<file path="config.mk">
export PLATFORM = sky130hd
export DESIGN_NAME = mux16_rr_sched_flat
export DESIGN_NICKNAME = d
export VERILOG_FILES = /design/src/rtl/mux16_rr_sched_if.sv /design/src/rtl/mux16_rr_sched.sv /design/src/flat_wrapper.sv
export SDC_FILE = /design/constraint.sdc
export NUM_CORES = 1
export LEC_CHECK = 0
export ABC_AREA = 1
export BUFFER_PORTS_ARGS = -buffer_cell sky130_fd_sc_hd__buf_2
export CORE_UTILIZATION = 60
export DETAILED_ROUTE_END_ITERATION = 8
export GPL_TIMING_DRIVEN = 0
export PLACE_DENSITY = 0.82
export SYNTH_ARGS = -nofsm -noshare
export SYNTH_HDL_FRONTEND = slang
export SYNTH_SLANG_ARGS = --single-unit
</file>
<file path="constraint.sdc">
create_clock -name clk -period 5.1 [get_ports clk]
set_input_delay 0 -clock clk [delete_from_list [all_inputs] [get_ports clk]]
set_output_delay 0 -clock clk [all_outputs]
set_load 0.02 [all_outputs]
</file>
<file path="src/rtl/mux16_rr_sched_if.sv">
// Handshake bundle between the round-robin scheduler and its requesters/consumer.
// The master modport is the scheduler side: it drives the mux select and grant status.
interface mux16_rr_sched_if;
    logic        en;
    logic [15:0] req;
    logic        ack;
    logic [3:0]  sel;
    logic        grant_valid;
    logic [15:0] grant_onehot;
    logic        timeout;
    logic        busy;

    modport master (
        input  en, req, ack,
        output sel, grant_valid, grant_onehot, timeout, busy
    );

    modport slave (
        output en, req, ack,
        input  sel, grant_valid, grant_onehot, timeout, busy
    );
endinterface

</file>
<file path="src/rtl/mux16_rr_sched.sv">
// Round-robin select generator for a 16:1 mux, with hold-until-ack/withdraw/timeout.
// Define MUX16_SCHED_FIXED_PRIO_EN to switch arbitration to fixed priority (index 0 highest).
module mux16_rr_sched #(
    parameter int TIMEOUT = 8
) (
    input  logic             clk,
    input  logic             rst,
    mux16_rr_sched_if.master bus
);

    typedef enum logic {
        ST_IDLE  = 1'b0,
        ST_GRANT = 1'b1
    } state_t;

    localparam bit         TO_EN   = (TIMEOUT != 0);
    localparam logic [7:0] TO_LAST = (TIMEOUT == 0) ? 8'd0 : 8'(TIMEOUT - 1);

    state_t      state_q, state_d;
    logic [3:0]  sel_q, sel_d;
    logic [3:0]  last_q, last_d;
    logic        gv_q, gv_d;
    logic [15:0] oh_q, oh_d;
    logic        to_q, to_d;
    logic [7:0]  cnt_q, cnt_d;

    logic        release_s;
    logic        expire_s;
    logic        grant_s;
    logic [3:0]  base_s;
    logic [4:0]  pick_s;

    // First set bit searching last+1 .. last (mod 16); {found, index}.
    // Scanning from the far end lets the nearest candidate overwrite the others.
    function automatic logic [4:0] arb_pick(input logic [15:0] r, input logic [3:0] last);
        logic [4:0] res;
        logic [3:0] idx;
        res = 5'd0;
        for (int i = 16; i >= 1; i--) begin
            idx = last + 4'(i);
            if (r[idx]) begin
                res = {1'b1, idx};
            end else begin
                res = res;
            end
        end
        return res;
    endfunction

    // State register and all registered outputs.
    always_ff @(posedge clk or posedge rst) begin
        if (rst) begin
            state_q <= ST_IDLE;
            sel_q   <= 4'd0;
            last_q  <= 4'd15;
            gv_q    <= 1'b0;
            oh_q    <= 16'd0;
            to_q    <= 1'b0;
            cnt_q   <= 8'd0;
        end else begin
            state_q <= state_d;
            sel_q   <= sel_d;
            last_q  <= last_d;
            gv_q    <= gv_d;
            oh_q    <= oh_d;
            to_q    <= to_d;
            cnt_q   <= cnt_d;
        end
    end

    // Next-state: release decision (ack > withdraw > expiry) and winner selection.
    always_comb begin
        release_s = 1'b0;
        expire_s  = 1'b0;
        base_s    = last_q;
        case (state_q)
            ST_IDLE: begin
                release_s = 1'b0;
            end
            ST_GRANT: begin
                if (bus.ack) begin
                    release_s = 1'b1;
                end else if (!bus.req[sel_q]) begin
                    release_s = 1'b1;
                end else if (TO_EN && (cnt_q == TO_LAST)) begin
                    release_s = 1'b1;
                    expire_s  = 1'b1;
                end else begin
                    release_s = 1'b0;
                end
                // The pointer update takes effect for the back-to-back search on this edge.
                base_s = release_s ? sel_q : last_q;
            end
            default: begin
                release_s = 1'b0;
            end
        endcase

`ifdef MUX16_SCHED_FIXED_PRIO_EN
        pick_s = arb_pick(bus.req, 4'd15);
`else
        pick_s = arb_pick(bus.req, base_s);
`endif

        grant_s = bus.en && pick_s[4] && ((state_q == ST_IDLE) || release_s);

        if (grant_s) begin
            state_d = ST_GRANT;
        end else if ((state_q == ST_GRANT) && !release_s) begin
            state_d = ST_GRANT;
        end else begin
            state_d = ST_IDLE;
        end
    end

    // Output/datapath values loaded on the next edge.
    always_comb begin
        sel_d  = sel_q;
        gv_d   = gv_q;
        oh_d   = oh_q;
        to_d   = expire_s;
        last_d = release_s ? sel_q : last_q;
        if (grant_s) begin
            sel_d = pick_s[3:0];
            gv_d  = 1'b1;
            oh_d  = 16'd1 << pick_s[3:0];
        end else if (state_d == ST_IDLE) begin
            gv_d = 1'b0;
            oh_d = 16'd0;
        end else begin
            gv_d = gv_q;
        end
        if ((state_q == ST_GRANT) && !release_s) begin
            cnt_d = cnt_q + 8'd1;
        end else begin
            cnt_d = 8'd0;
        end
    end

    assign bus.sel          = sel_q;
    assign bus.grant_valid  = gv_q;
    assign bus.grant_onehot = oh_q;
    assign bus.timeout      = to_q;
    assign bus.busy         = gv_q;

endmodule

</file>
<file path="src/flat_wrapper.sv">
// flat-port wrapper written by rule: the top's interface ports become plain ports
module mux16_rr_sched_flat 
#(
    parameter int TIMEOUT = 8
)
  (clk, rst, bus_en, bus_req, bus_ack, bus_sel, bus_grant_valid, bus_grant_onehot, bus_timeout, bus_busy);
  mux16_rr_sched_if bus_i ();
  input  logic clk;
  input  logic rst;
  input wire logic [$bits(bus_i.en)-1:0] bus_en;
  input wire logic [$bits(bus_i.req)-1:0] bus_req;
  input wire logic [$bits(bus_i.ack)-1:0] bus_ack;
  output wire logic [$bits(bus_i.sel)-1:0] bus_sel;
  output wire logic [$bits(bus_i.grant_valid)-1:0] bus_grant_valid;
  output wire logic [$bits(bus_i.grant_onehot)-1:0] bus_grant_onehot;
  output wire logic [$bits(bus_i.timeout)-1:0] bus_timeout;
  output wire logic [$bits(bus_i.busy)-1:0] bus_busy;
  assign bus_i.en = bus_en;
  assign bus_i.req = bus_req;
  assign bus_i.ack = bus_ack;
  assign bus_sel = bus_i.sel;
  assign bus_grant_valid = bus_i.grant_valid;
  assign bus_grant_onehot = bus_i.grant_onehot;
  assign bus_timeout = bus_i.timeout;
  assign bus_busy = bus_i.busy;
  mux16_rr_sched #(.TIMEOUT(TIMEOUT)) u_core (.clk(clk), .rst(rst), .bus(bus_i));
endmodule
</file>
==> flow_metrics.py, run 1 <==
metrics = {
    "routing": {
        "via_per_inst": 5.749,
        "drc_errors": 0,
        "drt-total-wl_mm": 11.17,
        "drtPass1Iterations": 5,
        "ant_nets": 0,
        "wl_per_cell_um": 15.01,
        "drt-initial-drc-count": 402,
        "num_vias": 4277,
    },
    "layout": {
        "area_delta_synth_final_pct": 12.85,
        "fin_nets": 699,
        "drive_gt1_share_pct": 15.33,
        "diodes": 0,
    },
    "yosys": {
        "yosys.area.top_type": "nand2_1",
        "yosysWarningCount": 0,
        "synth_top_area_share_pct": 24.35,
        "synth_seq_area_share_pct": 24.52,
        "syn-instance-count": 619,
        "async_flop_share_pct": 100.0,
        "synth_fp_nets": 647,
        "yosys-top-cells-area": "nand2_1 (24%), dfrtp_1 (22%), nand3_1 (17%), inv_1 (7.0%), a21oi_1 (4.2%)",
        "ys_ff_latch": 35,
        "synth_edf_count": 0,
        "synthTopCellsByCount": "nand2_1 (233), nand3_1 (125), inv_1 (67)",
        "netlist_area_um2": 3592,
        "yosysUniqueCellTypes": 37,
        "synth_top_flop_cell": "dfrtp_1",
        "post_synth.cell_area_avg_um2": 5.803,
        "yosys.cell_count.top_type": "nand2_1",
    },
    "worst_setup_path": {
        "crit_path_max_incr_delay_ns": 0.41,
        "startpoint_type": "flop",
        "worstSetupPathType": "flop to flop",
        "reg2reg_slack_ns": 0.32,
        "path_delay_family": "simple AND/OR/NAND/NOR gates",
        "crit_top_cell": "nand2_1",
        "critPathSlowestCell": "ha_2",
        "end_kind": "flop",
        "worst-path-buf-inv": 7,
        "crit_fanout": 13,
        "required_ns": 5.33,
        "reg2reg_depth": 31,
        "critPathArrivalTime_ns": 5.00,
        "reg2reg_to": "u_core.bus.grant_onehot[12]",
        "reg2reg_from": "u_core.bus.sel[0]",
    },
    "floorplanning": {
        "pin_count": 43,
        "initial_core_util_pct": 63.67,
        "die_h_um": 79.38,
        "row_count": 27,
        "die_w_um": 79.38,
        "core_um2": 5642,
        "dieArea_um2": 6300,
    },
    "sta": {
        "clock_skew_ns": 0.008291,
        "period_share_pct": 93.64,
        "worst_pin_slew_ns": 0.6599,
        "drv_slew": 0,
        "tns_ns": 0,
        "period_minus_slack_ns": 4.776,
        "slew_headroom_pct": 55.80,
        "hold_viol": 0,
        "final-setup-viol-count": 0,
        "rsz0062_at_grt": "no",
        "clock.fmax_mhz": 209.4,
    },
    "placement": {
        "portBuffers": 42,
        "dp_hpwl_mm": 8.191,
        "place_congestion": 0.9910,
    },
    "global_route": {
        "grt_max_degree": 36,
        "grt-ovfl-total": 0,
        "grt.total_usage_pct": 36.15,
        "grt_pass1_vias": 3845,
        "antenna_found_initial": 0,
        "grt_pass1_wl_mm": 17.55,
    },
    "cts": {
        "cts_tree": "built",
        "clkTransAtPathRegs_ns": 0.07,
        "h-tree-depth": 2,
        "clock-sinks": 35,
        "cts_root_buf": "clkbuf_8",
        "numCtsBuffers": 5,
        "clk_latency_ns": 0.29,
        "cts_buffer_depth": 2,
    },
    "worst_hold_path": {
        "hold_end": "u_core.bus.timeout",
        "hold_class": "input port to flop",
        "min_from": "bus_ack",
        "worstHoldPathCells": 3,
    },
    "run_status": {
        "status": "finished, final reports clean",
    },
    "flow_run": {
        "cap_violations": 0,
    },
}
sequential cells by signal (all words and copies together) (netlist names):
name and flops:
u_core.bus.timeout 1, u_core.bus.busy 1, u_core.state_q 1, u_core.bus.sel 4
u_core.bus.grant_onehot 16, u_core.cnt_q 8, u_core.last_q 4
kinds of logic after synthesis:
kind of cell / after synthesis / share of synthesized area, %
AND/OR/NAND/NOR: 414 / 50.16
buffers and inverters: 93 / 10.83
AO/OA/AOI/OAI: 62 / 9.997
flip-flops: 35 / 24.52
adder cells (fa/ha/maj): 8 / 2.787
XOR/XNOR: 7 / 1.707
timing repair:
item | 4_1_cts | 5_1_grt
gates cloned | 0 | 0
hold buffers | 1 | 1
resized for setup | 0 | 10
endpoints found under the setup margin | 5 | 20
setup buffers | 0 | 1
endpoints found under the hold margin | 1 | 11
worst register-to-register path, delay by kind of cell (launching register included):
kind | cells | cell delay (ns)
and+or+nand+nor | 20 | 2.07
DFF | 1 | 0.40
buffers and inverters | 7 | 1.16
AOI/OAI and AO/OA | 3 | 0.67
adders and majority gates | 1 | 0.41
per-stage QoR:
stage | area, µm² | instances | setup slack [ns] | hold WS, ns | util (%)
3_5_place_dp | 3892 | 733 | 0.04652 | 0.2610 | 69.00
4_1_cts | 3990 | 741 | 0.1048 | 0.04915 | 70.73
2_1_floorplan | 3592 | 619 | 1.075 | 0.1437 | -
6_report | 4054 | 744 | 0.3243 | 0.05112 | 71.86
3_3_place_gp | 3892 | 733 | 0.1649 | 0.2515 | 69.00
5_1_grt | 4054 | 744 | 0.006033 | 0.05790 | 71.86
per-layer routing:
layer	global-route usage [%]	share of wire, %
met5	0	0
met4	16.55	3.4
met3	3.886	8.1
met2	63.97	47
met1	43.91	41
cell usage in the layout (no fill, tap or decap), types with 3 or more instances in the layout:
master	n
a21oi_1	30
a31oi_1	5
buf_2	45
buf_4	8
clkbuf_1	3
clkbuf_8	6
dfrtp_1	31
dfstp_2	4
ha_1	7
inv_1	65
inv_2	9
nand2_1	233
nand2_2	11
nand3_1	125
nor2_1	27
nor2_4	3
nor3_1	4
o21ai_0	12
o21ai_1	6
xor2_1	6
area by class of cell:
type / instances / area [µm²]
fillers: 474 / 1588
well taps: 72 / 90.09
clock inverters: 1 / 5.005
multi-input cells: 491 / 2330
plain buffers: 14 / 97.59
clock buffers: 7 / 86.33
inverters: 78 / 299.0
flip-flops and latches: 35 / 880.8
repair buffers: 46 / 265.3
how the worst max path moves through the flow:
stage / startpoint / to / slack (ns) / depth (start not counted)
2_1_floorplan: u_core.bus.sel[0] / u_core.bus.grant_onehot[13] / 1.08 / 39
3_3_place_gp: u_core.bus.sel[0] / u_core.bus.grant_onehot[6] / 0.16 / 31
3_5_place_dp: u_core.bus.sel[0] / u_core.bus.grant_onehot[6] / 0.05 / 31
4_1_cts: u_core.bus.sel[0] / u_core.bus.grant_onehot[6] / 0.10 / 30
5_1_grt: u_core.cnt_q[0] / u_core.bus.grant_onehot[12] / 0.006 / 36
6_report: u_core.bus.sel[0] / u_core.bus.grant_onehot[12] / 0.32 / 31
Power of run 1 is not shown: default switching activity piles up to over one toggle a cycle in this logic, so the estimate is an artifact.
==> run 2, diff against run 1 <==
- CORE_UTILIZATION: 60 -> 54
- PLACE_DENSITY: 0.82 -> 0.78
- clock period: 5.1 -> 4.2 ns (I/O delays scaled with it)
==> run 2 against run 1 <==
Via count rose by 9.6%; cell area grew 25%; hold slack lost 0.018 ns; highest routed layer unchanged; clock-buffer cell count down 1; sequential share of layout area fell by 4.4 points.
==> flow_metrics.py, run 2 (synthesized netlist as in run 1, its figures left out) <==
metrics = {
    "run_status": {
        "status": "finished, final reports clean",
    },
    "layout": {
        "final_cell_mix": "nand2_1 (199), nand3_1 (79), inv_1 (60)",
        "diodes": 0,
        "layout_commonest_cell": "nand2_1",
        "drive_gt1_share_pct": 35.09,
        "final_area_um2": 5085,
        "area_delta_synth_final_pct": 41.55,
        "fin_nets": 731,
        "largest_reg_flops": 16,
    },
    "routing": {
        "drc_errors": 0,
        "drt-initial-drc-count": 557,
        "num_vias": 4688,
        "wl_per_cell_um": 16.98,
        "ant_nets": 0,
        "via_per_inst": 6.003,
        "drt-total-wl_mm": 13.26,
        "drtPass1Iterations": 8,
    },
    "cts": {
        "cts_root_buf": "clkbuf_8",
        "clkTransAtPathRegs_ns": 0.08,
        "clk_latency_ns": 0.30,
        "clock-sinks": 35,
        "h-tree-depth": 2,
        "numCtsBuffers": 5,
        "cts_tree": "built",
        "cts_buffer_depth": 2,
    },
    "flow_run": {
        "cap_violations": 0,
    },
    "floorplanning": {
        "pin_count": 43,
        "dieArea_um2": 6982,
        "initial_core_util_pct": 56.25,
        "row_count": 29,
        "die_w_um": 83.56,
        "core_um2": 6386,
        "die_h_um": 83.56,
    },
    "sta": {
        "rsz0062_at_grt": "yes",
        "clock_skew_ns": 0.008375,
        "hold_viol": 0,
        "drv_slew": 0,
        "period_minus_slack_ns": 4.186,
        "slew_headroom_pct": 51.68,
        "period_share_pct": 99.67,
        "final-setup-viol-count": 0,
        "whs_ns": 0.03315,
        "tns_ns": 0,
        "clock.fmax_mhz": 238.9,
        "worst_pin_slew_ns": 0.7237,
    },
    "worst_hold_path": {
        "min_from": "bus_en",
        "hold_class": "input port to flop",
    },
    "worst_setup_path": {
        "reg2reg_from": "u_core.bus.sel[0]",
        "crit_path_start": "u_core.bus.sel[0]",
        "path_delay_family": "simple AND/OR/NAND/NOR gates",
        "crit_top_cell": "nand2_1",
        "startpoint_type": "flop",
        "crit_fanout": 8,
        "crit_path_max_incr_delay_ns": 0.42,
        "critPathSlowestCell": "dfrtp_1",
        "required_ns": 4.43,
        "worst-path-buf-inv": 5,
        "critPathArrivalTime_ns": 4.41,
        "end_kind": "flop",
        "worstSetupPathType": "flop to flop",
    },
    "global_route": {
        "antenna_found_initial": 0,
        "grt_pass1_vias": 3892,
        "grt-ovfl-total": 0,
        "grt_max_degree": 36,
        "grt.total_usage_pct": 31.76,
        "grt_pass1_wl_mm": 17.97,
    },
    "placement": {
        "portBuffers": 42,
        "dp_hpwl_mm": 8.194,
        "place_area_um2": 3899,
        "place_congestion": 0.9460,
    },
}
-- run 2: path summary, 6_finish.rpt --
check                           slack [ns]  depth (start not counted)                    endpoint
min in group asynchronous             0.38                          3           u_core.bus.sel[0]
worst min register to register        0.48                          2  u_core.bus.grant_onehot[3]
worst min-delay path                  0.03                          3              u_core.state_q
worst max register to register        0.01                         35  u_core.bus.grant_onehot[9]
max in group asynchronous             3.31                          3           u_core.bus.sel[1]
worst max-delay path                  0.01                         35  u_core.bus.grant_onehot[9]
-- run 2: worst register-to-register path: cells and delay by family (launching register included) --
family / cells / cell delay [ns]
and+or+nand+nor: 26 / 2.10
AOI/OAI and AO/OA: 3 / 0.71
buffers and inverters: 5 / 0.62
DFF: 1 / 0.42
adders and majority gates: 1 / 0.28
-- run 2: layer usage --
layer	up-vias	share of wire, %	GRT usage, %
met4	0	5.1	12.63
met1	2149	38	40.84
met3	84	8.2	4.055
met5	-	0	0
met2	297	49	54.03
li1	2158	-	-
-- run 2: what timing repair did --
item	4_1_cts	5_1_grt
cloned	0	4
resized for setup	27	159
hold endpoints to repair	0	31
setup buffers	2	29
setup endpoints to repair	22	21
pin swaps	2	43
hold buffers	0	1
-- run 2: area by class of cell --
type | instances | area (µm²)
multi-input combinational | 492 | 3027
clock inverter | 2 | 35.03
clock buffer | 6 | 82.58
buffer | 14 | 140.1
fill | 452 | 1301
inverter | 78 | 315.3
sequential | 35 | 882.1
tap | 77 | 96.34
timing repair inverter | 1 | 8.758
timing repair buffer | 76 | 498.0
-- run 2: metrics by stage --
stage | worst slack (ns) | utilization, % | std cells
after floorplan | 0.1751 | - | 619
after global placement | -0.7216 | 61.05 | 738
after detailed placement | -0.8057 | 61.05 | 738
after CTS | 0.007061 | 64.73 | 748
after global routing | -0.1814 | 79.62 | 781
final | 0.01398 | 79.62 | 781
Power of run 2 is left out for the same reason.
==> run 3, diff against run 2 <==
- CTS_BUF_LIST: unset -> sky130_fd_sc_hd__clkbuf_16
==> run 3 against run 2 <==
Via count fell by 2.4%; die area did not move; first-iteration DRC count is 6.3% lower; largest cell class unchanged; utilization shrank 1.5 points; clock-buffer cell count fell by 1; sequential share of layout area up 0.34 points; maximum frequency rose by 1.7%; routed wire length decreased by 4.9%; final cell count decreased by 0.77%.
==> flow_metrics.py, run 3 (synthesized netlist as in run 1, its figures left out) <==
metrics = {
    "layout": {
        "fin_nets": 725,
        "drive_gt1_share_pct": 31.95,
        "diodes": 0,
        "instances_no_fill": 775,
        "area.sequential_um2": 882.1,
        "final_cell_mix": "nand2_1 (207), nand3_1 (89), inv_1 (59)",
        "largest_reg_flops": 16,
        "area_delta_synth_final_pct": 38.80,
        "multiInputGateArea_um2": 2919,
        "layout_commonest_cell": "nand2_1",
        "post-route-util_pct": 78.08,
        "fill_cells": 469,
    },
    "cts": {
        "h-tree-depth": 2,
        "clk_latency_ns": 0.28,
        "cts_tree": "built",
        "clock-sinks": 35,
        "numCtsBuffers": 5,
        "cts_root_buf": "clkbuf_16",
        "clkTransAtPathRegs_ns": 0.06,
        "cts_buffer_depth": 2,
    },
    "floorplanning": {
        "pin_count": 43,
        "dieArea_um2": 6982,
        "initial_core_util_pct": 56.25,
        "row_count": 29,
        "die_w_um": 83.56,
        "core_um2": 6386,
        "die_h_um": 83.56,
    },
    "sta": {
        "hold_viol": 0,
        "final-setup-viol-count": 0,
        "clock_skew_ns": 0.004639,
        "rsz0062_at_grt": "yes",
        "slew_headroom_pct": 52.51,
        "worst_pin_slew_ns": 0.7113,
        "clock.fmax_mhz": 243.1,
        "timing.final.ws_setup_ns": 0.08570,
        "period_minus_slack_ns": 4.114,
        "whs_ns": 0.05172,
        "drv_slew": 0,
        "period_share_pct": 97.96,
    },
    "global_route": {
        "grt_pass1_vias": 3918,
        "grt-ovfl-total": 0,
        "grt_max_degree": 36,
        "antenna_found_initial": 0,
        "grt.total_usage_pct": 31.86,
        "grt_pass1_wl_mm": 18.05,
    },
    "worst_setup_path": {
        "crit_fanout": 10,
        "reg2reg_depth": 32,
        "end_kind": "flop",
        "required_ns": 4.41,
        "startpoint_type": "flop",
        "worstSetupPathType": "flop to flop",
        "critPathSlowestCell": "dfrtp_1",
        "critPathArrivalTime_ns": 4.32,
        "crit_path_max_incr_delay_ns": 0.42,
    },
    "placement": {
        "place_congestion": 0.9460,
        "portBuffers": 42,
        "pre_cts_ws_ns": -0.8057,
        "post-place-cells": 738,
        "dp_hpwl_mm": 8.194,
    },
    "routing": {
        "via_per_inst": 5.903,
        "ant_nets": 0,
        "num_vias": 4575,
        "drc_errors": 0,
        "wl_per_cell_um": 16.27,
        "drtPass1Iterations": 6,
        "drt-total-wl_mm": 12.61,
        "drt-initial-drc-count": 522,
    },
    "flow_run": {
        "cap_violations": 0,
    },
    "worst_hold_path": {
        "worstHoldPathCells": 3,
        "hold_class": "input port to flop",
    },
    "run_status": {
        "status": "finished, final reports clean",
    },
}
## run 3: changes by cell type in the layout (fill, tap and decap cells not counted), moves of 2 or more
cell,before,now
clkbuf_8,6,0
buf_2,42,44
clkbuf_16,1,6
nand3_2,31,27
nand3_1,79,89
o21ai_1,5,3
o21ai_2,2,4
buf_4,35,26
buf_6,2,5
nand2_2,34,25
nand2_1,199,207
nand3_4,16,10
## run 3: stage by stage
| step | area (µm²) | setup TNS, ns |
|---|---|---|
| after floorplan | 3592 | 0 |
| after global placement | 3899 | -13.36 |
| after detailed placement | 3899 | -14.99 |
| after CTS | 4188 | 0 |
| after global routing | 4986 | -2.395 |
| final | 4986 | 0 |
## run 3: worst paths after layout
check	startpoint	slack, ns	endpoint
min reg2reg	u_core.bus.grant_onehot[3]	0.47	u_core.bus.grant_onehot[3]
max reg2reg	u_core.bus.sel[0]	0.09	u_core.bus.grant_onehot[12]
min in group asynchronous	rst	0.39	u_core.bus.sel[0]
min	bus_en	0.05	u_core.state_q
max	u_core.bus.sel[0]	0.09	u_core.bus.grant_onehot[12]
max in group asynchronous	rst	3.30	u_core.bus.sel[1]
## run 3: cell type report
| type | instances | share of cell area (%) |
|---|---|---|
| clock inverter | 3 | 0.7779 |
| tap | 77 | 1.932 |
| inverter | 78 | 6.374 |
| multi-input combinational | 492 | 58.54 |
| sequential | 35 | 17.69 |
| clock buffer | 5 | 2.509 |
| timing repair buffer | 70 | 9.109 |
| buffer | 15 | 3.061 |
## run 3: critical path: cells and delay by family, from the launching register on
family | cells | cell delay [ns]
simple gates | 20 | 1.97
flops | 1 | 0.42
buf+inv | 8 | 0.90
fa+ha+maj | 1 | 0.22
compound gates | 3 | 0.52
## run 3: layer usage
| metal | track usage (%) | wire length (µm) | up-vias |
|---|---|---|---|
| met4 | 11.09 | 504 | 0 |
| met1 | 41.47 | 4919 | 2103 |
| met2 | 54.62 | 6142 | 261 |
| met5 | 0 | 0 | - |
| met3 | 3.759 | 1045 | 58 |
| li1 | - | - | 2153 |
## run 3: timing repair
action / in CTS / in global routing
endpoints found under the hold margin: 0 / 31
cloned: 1 / 2
pin swaps: 1 / 40
endpoints found under the setup margin: 22 / 21
setup buffers: 1 / 24
gates resized for setup: 29 / 134
hold buffers: 0 / 1
Power of run 3 is left out for the same reason.
